File: config.mk
export PLATFORM = sky130hd
export DESIGN_NAME = reg_file_mp
export DESIGN_NICKNAME = d
export VERILOG_FILES = /design/src/rtl/rf_pkg.sv /design/src/rtl/rf_clear_seq.sv /design/src/rtl/reg_file_mp.sv
export SDC_FILE = /design/constraint.sdc
export NUM_CORES = 1
export LEC_CHECK = 0
export ABC_AREA = 0
export CAP_MARGIN = 20
export CORE_MARGIN = 4
export CORE_UTILIZATION = 30
export DETAILED_ROUTE_END_ITERATION = 8
export PLACE_DENSITY = 0.57
export RECOVER_POWER = 50
export SYNTH_ARGS = -nofsm -noshare
export SYNTH_HDL_FRONTEND = slang
export SYNTH_SLANG_ARGS = --single-unit
File: constraint.sdc
create_clock -name clk -period 5.5 [get_ports clk]
set_input_delay 1.375 -clock clk [delete_from_list [all_inputs] [get_ports clk]]
set_output_delay 1.375 -clock clk [all_outputs]
set_load 0.02 [all_outputs]
File: src/rtl/rf_pkg.sv
// ============================================================================
// Module      : rf_pkg
// Description : Shared types and default sizes for the multi-port register file.
// Revision    : 1.0 - initial release
// ============================================================================
`default_nettype none

package rf_pkg;

    typedef enum logic [0:0] {
        IDLE  = 1'b0,
        CLEAR = 1'b1
    } rf_state_e;

    localparam int unsigned C_DATA_W = 32;
    localparam int unsigned C_ADDR_W = 5;

endpackage : rf_pkg

`default_nettype wire

File: src/rtl/rf_clear_seq.sv
// ============================================================================
// Module      : rf_clear_seq
// Description : Clear-sweep sequencer: walks every entry once, zeroing it.
// Revision    : 1.0 - initial release
// ============================================================================
`default_nettype none

module rf_clear_seq
    import rf_pkg::*;
#(
    parameter int ADDR_W = C_ADDR_W
) (
    input  logic              clk,
    input  logic              rstd,
    input  logic              i_clr,
    output logic              o_busy,
    output logic [ADDR_W-1:0] o_clr_addr,
    output logic              o_clr_we
);

    rf_state_e         r_state;
    rf_state_e         w_state_nxt;
    logic [ADDR_W-1:0] r_ptr;
    logic [ADDR_W-1:0] w_ptr_nxt;

    always_ff @(posedge clk) begin
        if (rstd) begin
            r_state <= CLEAR;
            r_ptr   <= '0;
        end else begin
            r_state <= w_state_nxt;
            r_ptr   <= w_ptr_nxt;
        end
    end

    // A clear request always restarts the sweep from entry 0.
    always_comb begin
        w_state_nxt = r_state;
        w_ptr_nxt   = r_ptr;
        case (r_state)
            IDLE: begin
                if (i_clr) begin
                    w_state_nxt = CLEAR;
                    w_ptr_nxt   = '0;
                end
            end
            CLEAR: begin
                if (i_clr) begin
                    w_ptr_nxt = '0;
                end else begin
                    w_ptr_nxt = r_ptr + 1'b1;
                    if (r_ptr == {ADDR_W{1'b1}}) begin
                        w_state_nxt = IDLE;
                    end
                end
            end
            default: begin
                w_state_nxt = CLEAR;
                w_ptr_nxt   = '0;
            end
        endcase
    end

    assign o_busy     = (r_state == CLEAR);
    assign o_clr_we   = (r_state == CLEAR);
    assign o_clr_addr = r_ptr;

endmodule : rf_clear_seq

`default_nettype wire

File: src/rtl/reg_file_mp.sv
// ============================================================================
// Module      : reg_file_mp
// Description : Parametrised multi-port register file with zero register,
//               optional write-to-read bypass and a post-reset clear sweep.
// Revision    : 1.0 - initial release
// ============================================================================
`default_nettype none

module reg_file_mp
    import rf_pkg::*;
#(
    parameter int DATA_W   = C_DATA_W,
    parameter int ADDR_W   = C_ADDR_W,
    parameter int NREAD    = 2,
    parameter int NWRITE   = 1,
    parameter int ZERO_REG = 1,
    parameter int BYPASS   = 1
) (
    input  logic                     clk,
    input  logic                     rstd,
    input  logic                     clr,
    input  logic [NREAD*ADDR_W-1:0]  ra,
    output logic [NREAD*DATA_W-1:0]  rr,
    input  logic [NWRITE*ADDR_W-1:0] wa,
    input  logic [NWRITE*DATA_W-1:0] wr,
    input  logic [NWRITE-1:0]        wren,
    output logic                     busy
);

    logic              w_busy;
    logic              w_clr_we;
    logic [ADDR_W-1:0] w_clr_addr;
    logic [NWRITE-1:0] w_wen;

    // Storage has no reset of its own; the sweep zeroes it after every reset.
    logic [DATA_W-1:0] r_mem [0:(1<<ADDR_W)-1];

    rf_clear_seq #(
        .ADDR_W (ADDR_W)
    ) u_clear_seq (
        .clk        (clk),
        .rstd       (rstd),
        .i_clr      (clr),
        .o_busy     (w_busy),
        .o_clr_addr (w_clr_addr),
        .o_clr_we   (w_clr_we)
    );

    assign busy = w_busy;

    // Active-low enables, qualified by idle state and zero-register discard.
    always_comb begin
        w_wen = '0;
        for (int j = 0; j < NWRITE; j++) begin
            w_wen[j] = !wren[j] && !w_busy &&
                       !((ZERO_REG != 0) && (wa[j*ADDR_W +: ADDR_W] == '0));
        end
    end

    // Later ports are applied last, so port 1 wins on an address collision.
    always_ff @(posedge clk) begin
        if (!rstd) begin
            if (w_clr_we) begin
                r_mem[w_clr_addr] <= '0;
            end else begin
                for (int j = 0; j < NWRITE; j++) begin
                    if (w_wen[j]) begin
                        r_mem[wa[j*ADDR_W +: ADDR_W]] <= wr[j*DATA_W +: DATA_W];
                    end
                end
            end
        end
    end

    genvar gi;
    generate
        for (gi = 0; gi < NREAD; gi++) begin : g_read
            logic [ADDR_W-1:0] w_addr;
            logic [DATA_W-1:0] w_data;

            always_comb begin
                w_addr = ra[gi*ADDR_W +: ADDR_W];
                w_data = r_mem[w_addr];
                if (BYPASS != 0) begin
                    for (int j = 0; j < NWRITE; j++) begin
                        if (w_wen[j] && (wa[j*ADDR_W +: ADDR_W] == w_addr)) begin
                            w_data = wr[j*DATA_W +: DATA_W];
                        end
                    end
                end
                if ((ZERO_REG != 0) && (w_addr == '0)) begin
                    w_data = '0;
                end
                if (w_busy) begin
                    w_data = '0;
                end
            end

            assign rr[gi*DATA_W +: DATA_W] = w_data;
        end
    endgenerate

endmodule : reg_file_mp

`default_nettype wire

Word-level counts from Yosys, hierarchy flattened
Memories as Yosys holds them, arrays and structs flattened.
Index checks and enable logic that the tools add are counted.
{"block": "word_totals", "regBits": 6, "ramBits": 1024, "input_bits": 51, "output_inout_bits": 65, "elab_cells": 43, "memories": 1}
{"name": "r_mem", "depth": 32, "width": 32, "read_ports": 2, "rd_clocked_by_memory_dff": 0, "wr": 1, "line": "reg_file_mp.sv:36", "rtl": "logic [DATA_W-1:0] r_mem [0:(1<<ADDR_W)-1];"}
{"block": "op_classes", "add_sub_neg": 1, "eq_ne": 4, "n_mux": 23, "bitwise": 1, "reduce_logical": 11}
{"operator": "2-to-1 mux 32 bit", "count": 7}
{"operator": "OR reduction 32 bit", "count": 1}
{"operator": "logical NOT 5 bit", "count": 3}
{"operator": "2-to-1 mux 5 bit", "count": 3}
{"operator": "2-to-1 mux 1 bit", "count": 11}
{"operator": "== test 5 bit", "count": 2}
{"operator": "case mux 5 bit (2 select lines)", "count": 1}
{"operator": "adder 5 x 1 -> 5 bit, second input constant", "count": 1}
{"operator": "== test 5 bit, second input constant", "count": 1}
{"operator": "logical AND 1 bit", "count": 4}
{"operator": "logical NOT 1 bit", "count": 3}
{"operator": "!= test 2 bit, second input constant", "count": 1}
{"operator": "case mux 1 bit (2 select lines)", "count": 1}
{"operator": "inverter 1 bit", "count": 1}

Logic depth before layout (Yosys ltp)
{"block": "depth", "word_depth": 9, "ltp_mapped": 10, "mapped_depth_nobuf": 5}

By module
Synthesis repeated with hierarchy kept, for this count alone.
{"block": "hier_totals", "hier_cells": 2716, "hier_area_um2": 48619.1}
{"module": "reg_file_mp", "instances": 1, "cells_per_inst": 2689, "area_per_inst_um2": 48320.1, "seq_area_each_um2": 30749.5}
{"module": "rf_clear_seq", "instances": 1, "cells_per_inst": 27, "area_per_inst_um2": 299.0, "seq_area_each_um2": 120.1}

Least setup slack after synthesis
No wires, ideal clock.
{"block": "synth_path", "path_kind": "input to register", "start": "in wa[4]", "end": "mem r_mem[10][0] (netlist name), enable pin", "setup_time_ns": 0.421, "t_arrival_ns": 4.113, "required_ns": 5.079, "path_slack_ns": 0.966, "cell_stages": 7, "n_path_buf": 2, "cell_sequence": "clkbuf_2 nor3_2 a2111oi_4 buf_2 mux2i_1 nand2_1 nor2_1"}
{"block": "synth_via", "elab_chain_len": 9, "word_cells_on_any_way": 10, "cone_classes": "mux: 6; reduce/logical: 4"}
{"element": "from (decl)", "line": "reg_file_mp.sv:24", "rtl": "input logic [NWRITE*ADDR_W-1:0] wa,"}
{"element": "logical NOT 5 bit", "line": "reg_file_mp.sv:56", "rtl": "!((ZERO_REG != 0) && (wa[j*ADDR_W +: ADDR_W] == '0));"}
{"element": "logical NOT 1 bit", "line": "reg_file_mp.sv:56"}
{"element": "logical AND 1 bit", "line": "reg_file_mp.sv:55", "rtl": "w_wen[j] = !wren[j] && !w_busy &&"}
{"element": "2-to-1 mux 1 bit", "line": "reg_file_mp.sv:67", "rtl": "if (w_wen[j]) begin"}
{"element": "2-to-1 mux 1 bit", "line": "reg_file_mp.sv:63", "rtl": "if (w_clr_we) begin"}
{"element": "2-to-1 mux 1 bit", "line": "reg_file_mp.sv:62", "rtl": "if (!rstd) begin"}
{"element": "2-to-1 mux 1 bit (not written as such)", "line": "reg_file_mp.sv:68", "rtl": "r_mem[wa[j*ADDR_W +: ADDR_W]] <= wr[j*DATA_W +: DATA_W];"}
{"element": "OR reduction 32 bit (no line)"}
{"element": "2-to-1 mux 5 bit (no line) or 2-to-1 mux 1 bit (tied branches)"}
{"element": "to (decl)", "line": "reg_file_mp.sv:36"}
Parallel ways exist; a longest one is shown, timed or not.

Worst setup path in the final report
{"block": "layout_path", "start": "in wa[4]", "end": "out rr[54]"}
{"block": "layout_via", "elab_chain_len": 7, "word_cells_on_any_way": 8, "cone_classes": "eq/ne: 1; mux: 3; reduce/logical: 4"}
{"element": "logical NOT 5 bit", "line": "reg_file_mp.sv:56"}
{"element": "logical NOT 1 bit", "line": "reg_file_mp.sv:56"}
{"element": "logical AND 1 bit", "line": "reg_file_mp.sv:55"}
{"element": "logical AND 1 bit (*)", "line": "reg_file_mp.sv:86", "rtl": "if (w_wen[j] && (wa[j*ADDR_W +: ADDR_W] == w_addr)) begin"}
{"element": "2-to-1 mux 32 bit (*)", "line": "reg_file_mp.sv:86"}
{"element": "2-to-1 mux 32 bit (*)", "line": "reg_file_mp.sv:91", "rtl": "if ((ZERO_REG != 0) && (w_addr == '0)) begin"}
{"element": "2-to-1 mux 32 bit (*)", "line": "reg_file_mp.sv:94", "rtl": "if (w_busy) begin"}
{"element": "to (decl)", "line": "reg_file_mp.sv:23", "rtl": "output logic [NREAD*DATA_W-1:0] rr,"}
Every way passes the cells marked *; elsewhere a longest branch is shown, timed or not.

==> metrics.md <==
| Metric | Value |
|---|---|
| Status | finished with violations |
| Failing checks | negative setup slack |
| Maximum capacitance violations | 0 |
| Clock skew | 0.0414 ns |
| Relative slew slack | 0.111 |
| Highest Signal Layer | met5 |
| Placer Congestion | 0.884 |
| Drt wl/cell | 31.0 um |
| Critical path arrival | 4.14 ns |
| Drt total wl | 159000 um |
| Commonest non-fill, non-tap cell in the layout | edfxtp_1 |
| P_leak | 20.7 nW |
| Ys Warns | 0 |
| Hold_ws | 0.566 ns |
| Initial core utilization | 0.302 |
| Worst R2R Setup Slack | 1.74 ns |
| Multi-input logic area | 0.0169 mm2 |
| RSZ-0062 raised after global routing | yes |
| Slew Viols, Final | 0 |
| Latest clock arrival within the worst-skew pair | just over 0.7 ns |
| Residual DRC | 0 |
| Hold path start | u_clear_seq.o_clr_addr[0] |
| Clock Tree Buf Depth | 3 |
| Area growth syn-to-layout | 21.2% |
| Most frequent cells in the layout | 1024 x edfxtp_1, 481 x mux4_2, 288 x buf_4 |
| CP required | 4.12 ns |
| Pre-CTS setup slack | -0.345 ns |
| CP Launch Point | wa[4] |
| Register area | a little over 0.03 mm2 |
| Vias | 29000 |
| H-tree depth | 3 |
| Vias in the first global route | 29300 |
| Drt via density | ~5.7 |
| Netlist cell types | 51 |
| Row count | around 150 |
| Nets@finish | 2922 |
| Die Wd | 410 um |
| Period minus WS final | 5.51 ns |
| VDD IR max | about 240 uV |
| Top Ports | around 120 |
| CP Capture Type | primary output |
| CTS Buf Count | just over 100 |
| Pin count of the biggest net entering global routing | 52 |
| Hold WC Path Type | flop to flop |
| Power Density | 286 mW/mm2 |
| Layout cells sized above 1 | 0.367 |
| Final setup viols | 1 |
| Final Hold Vio Count | 0 |
| Reg2reg start | u_clear_seq.o_busy |
| Worst-margin pin slew | 1.33 ns |
| Kind of critical path | input port to primary output |
| Routed wire length on met3 | 16200 um |
| Post-synth ARST share | 0 |
| Endpoint, Worst Hold | u_clear_seq.o_clr_addr[0] |
| CTS tree | built |
| Global route total overflow | 0 |
| Critical path fanouts, max | 19 |
| FF+latch count, synth | between 1000 and 1500 |
| Worst setup SP type | input port |
| Antenna violations before repair | 9 |
| Worst hold stages | 2 |
| First-pass GRT wire length | 224000 um |
| Core area | approximately 0.16 mm2 |
| WL met1 | between 60000 and 70000 um |
| HPWL Detailed | about 100000 um |
| DR WL met2 | 70000 um |
| Final worst-path setup slack | -0.0133 ns |
| Synth Area per Inst | 19.4 um2 |
| Tcrit/Tclk final | 1.00 |
| R2R depth | 4 |
| Clock sink total | approximately 1000 |
| Cell taking the most area after synthesis | edfxtp_1 |
| Number of flops mapped to enable cells by yosys | between 1000 and 1500 |
| Syn Inst Count | 2498 |
| Setup TNS | -0.0133 ns |
| Total global-route track usage | 0.186 |
| Antenna-violating nets left | 0 |
| Post-Syn Area | 0.0485 mm2 |
| Most used DFF post-synth | edfxtp_1 |
| Critical R2R Capture | r_mem[24][20] |
| Die Height | 410 um |
| Syn nets | 2551 |
| Fill count | 14800 |
| Die footprint | about 0.17 mm2 |
| Iteration-0 DRC Markers | 3789 |
| Register area share after synthesis | 0.636 |
| Area fraction of the dominant cell type after synthesis | 0.634 |
| Main area contributors after synthesis | edfxtp_1 63%, mux4_2 22%, mux2i_1 2.7% |
| FMAX | 181 MHz |
| IO Port Bufs | 115 |
| Root Driver | clkbuf_16 |
| Clock slew at reported path FFs | 0.07 ns |
| Drt pass-1 iters | 6 |
[flip-flops by register name, summed over array words and instances, names as in the netlist]
name / cells
r_mem: 1024
u_clear_seq.o_clr_addr: 5
u_clear_seq.o_busy: 1
[worst max-delay path by stage]
stage	endpoint	slack [ns]	cells after the start
5_1_grt	rr[54]	-0.08	8
6_report	rr[54]	-0.01	9
4_1_cts	rr[35]	0.005	8
3_3_place_gp	rr[30]	-0.36	8
2_1_floorplan	r_mem[10][0]	0.97	7
3_5_place_dp	rr[30]	-0.35	8
[where the power goes]
part           internal [mW]  switching (mW)  total [mW]
Sequential              8.52          0.0108        8.53
Clock                   4.00            3.11        7.11
Combinational          0.562           0.638        1.20
[worst max-delay path, cell delays in order]
cell             delay [ns]
clkdlybuf4s50_1        0.50
buf_4                  0.18
xnor2_1                0.13
nand3_1                0.20
o311ai_4               0.41
buf_12                 0.26
a211oi_1               0.08
a221o_1                0.40
clkdlybuf4s50_1        0.59
[layer usage]
| metal | track usage | up-vias |
|---|---|---|
| met5 | 0 | - |
| met4 | 0.0507 | 2 |
| met3 | 0.0471 | 241 |
| met2 | 0.276 | 1524 |
| met1 | 0.271 | 15600 |
| li1 | - | 11600 |
[cell type report]
class	instances	area share
Inverter	6	0.000383
Timing Repair Buffer	479	0.0836
Multi-Input combinational cell	1249	0.288
Antenna cell	4	0.000170
Clock buffer	122	0.0454
Tap cell	2160	0.0459
Sequential cell	1030	0.525
Clock inverter	70	0.0120
[stage by stage]
stage	cells	instance area [um2]	utilization	power, mW
after global placement	4915	55200	0.343	9.90
after CTS	5111	58700	0.365	17.0
after detailed placement	4916	55200	0.344	9.89
after global routing	5117	58800	0.366	17.4
final	5120	58800	0.366	16.8
after floorplan	2498	48500	-	9.37
[synthesized netlist by cell type (7+ instances only)]
library cell  instances
buf_1                15
nand2b_1              7
buf_6                14
clkbuf_1             81
and2_1               34
mux2i_1             131
a21oi_1              64
a221o_1              64
a22oi_1              92
a211oi_1             98
nand2_1              48
buf_2                75
nor2b_1              70
nor2_1               48
xnor2_1              10
buf_4                21
a221oi_1             31
mux4_2              481
edfxtp_1           1024
o21ai_0              30
[repair_timing]
action | 4_1_cts | 5_1_grt
setup endpoints to repair | 47 | 37
hold buffers | 0 | 0
pin swaps | 2 | 2
setup buffers | 3 | 1
gates resized for setup | 34 | 30
endpoints found under the hold margin | 0 | 0
[cells by family after synthesis]
group	synth area share
adders and majority gates	0.000516
AOI/OAI and AO/OA	0.0612
and+or+nand+nor	0.0249
xor gates and xnor gates	0.00217
buffers and inverters	0.0244
DFF	0.636
muxes	0.251
No activity file was read; power rests on OpenSTA's default activity.
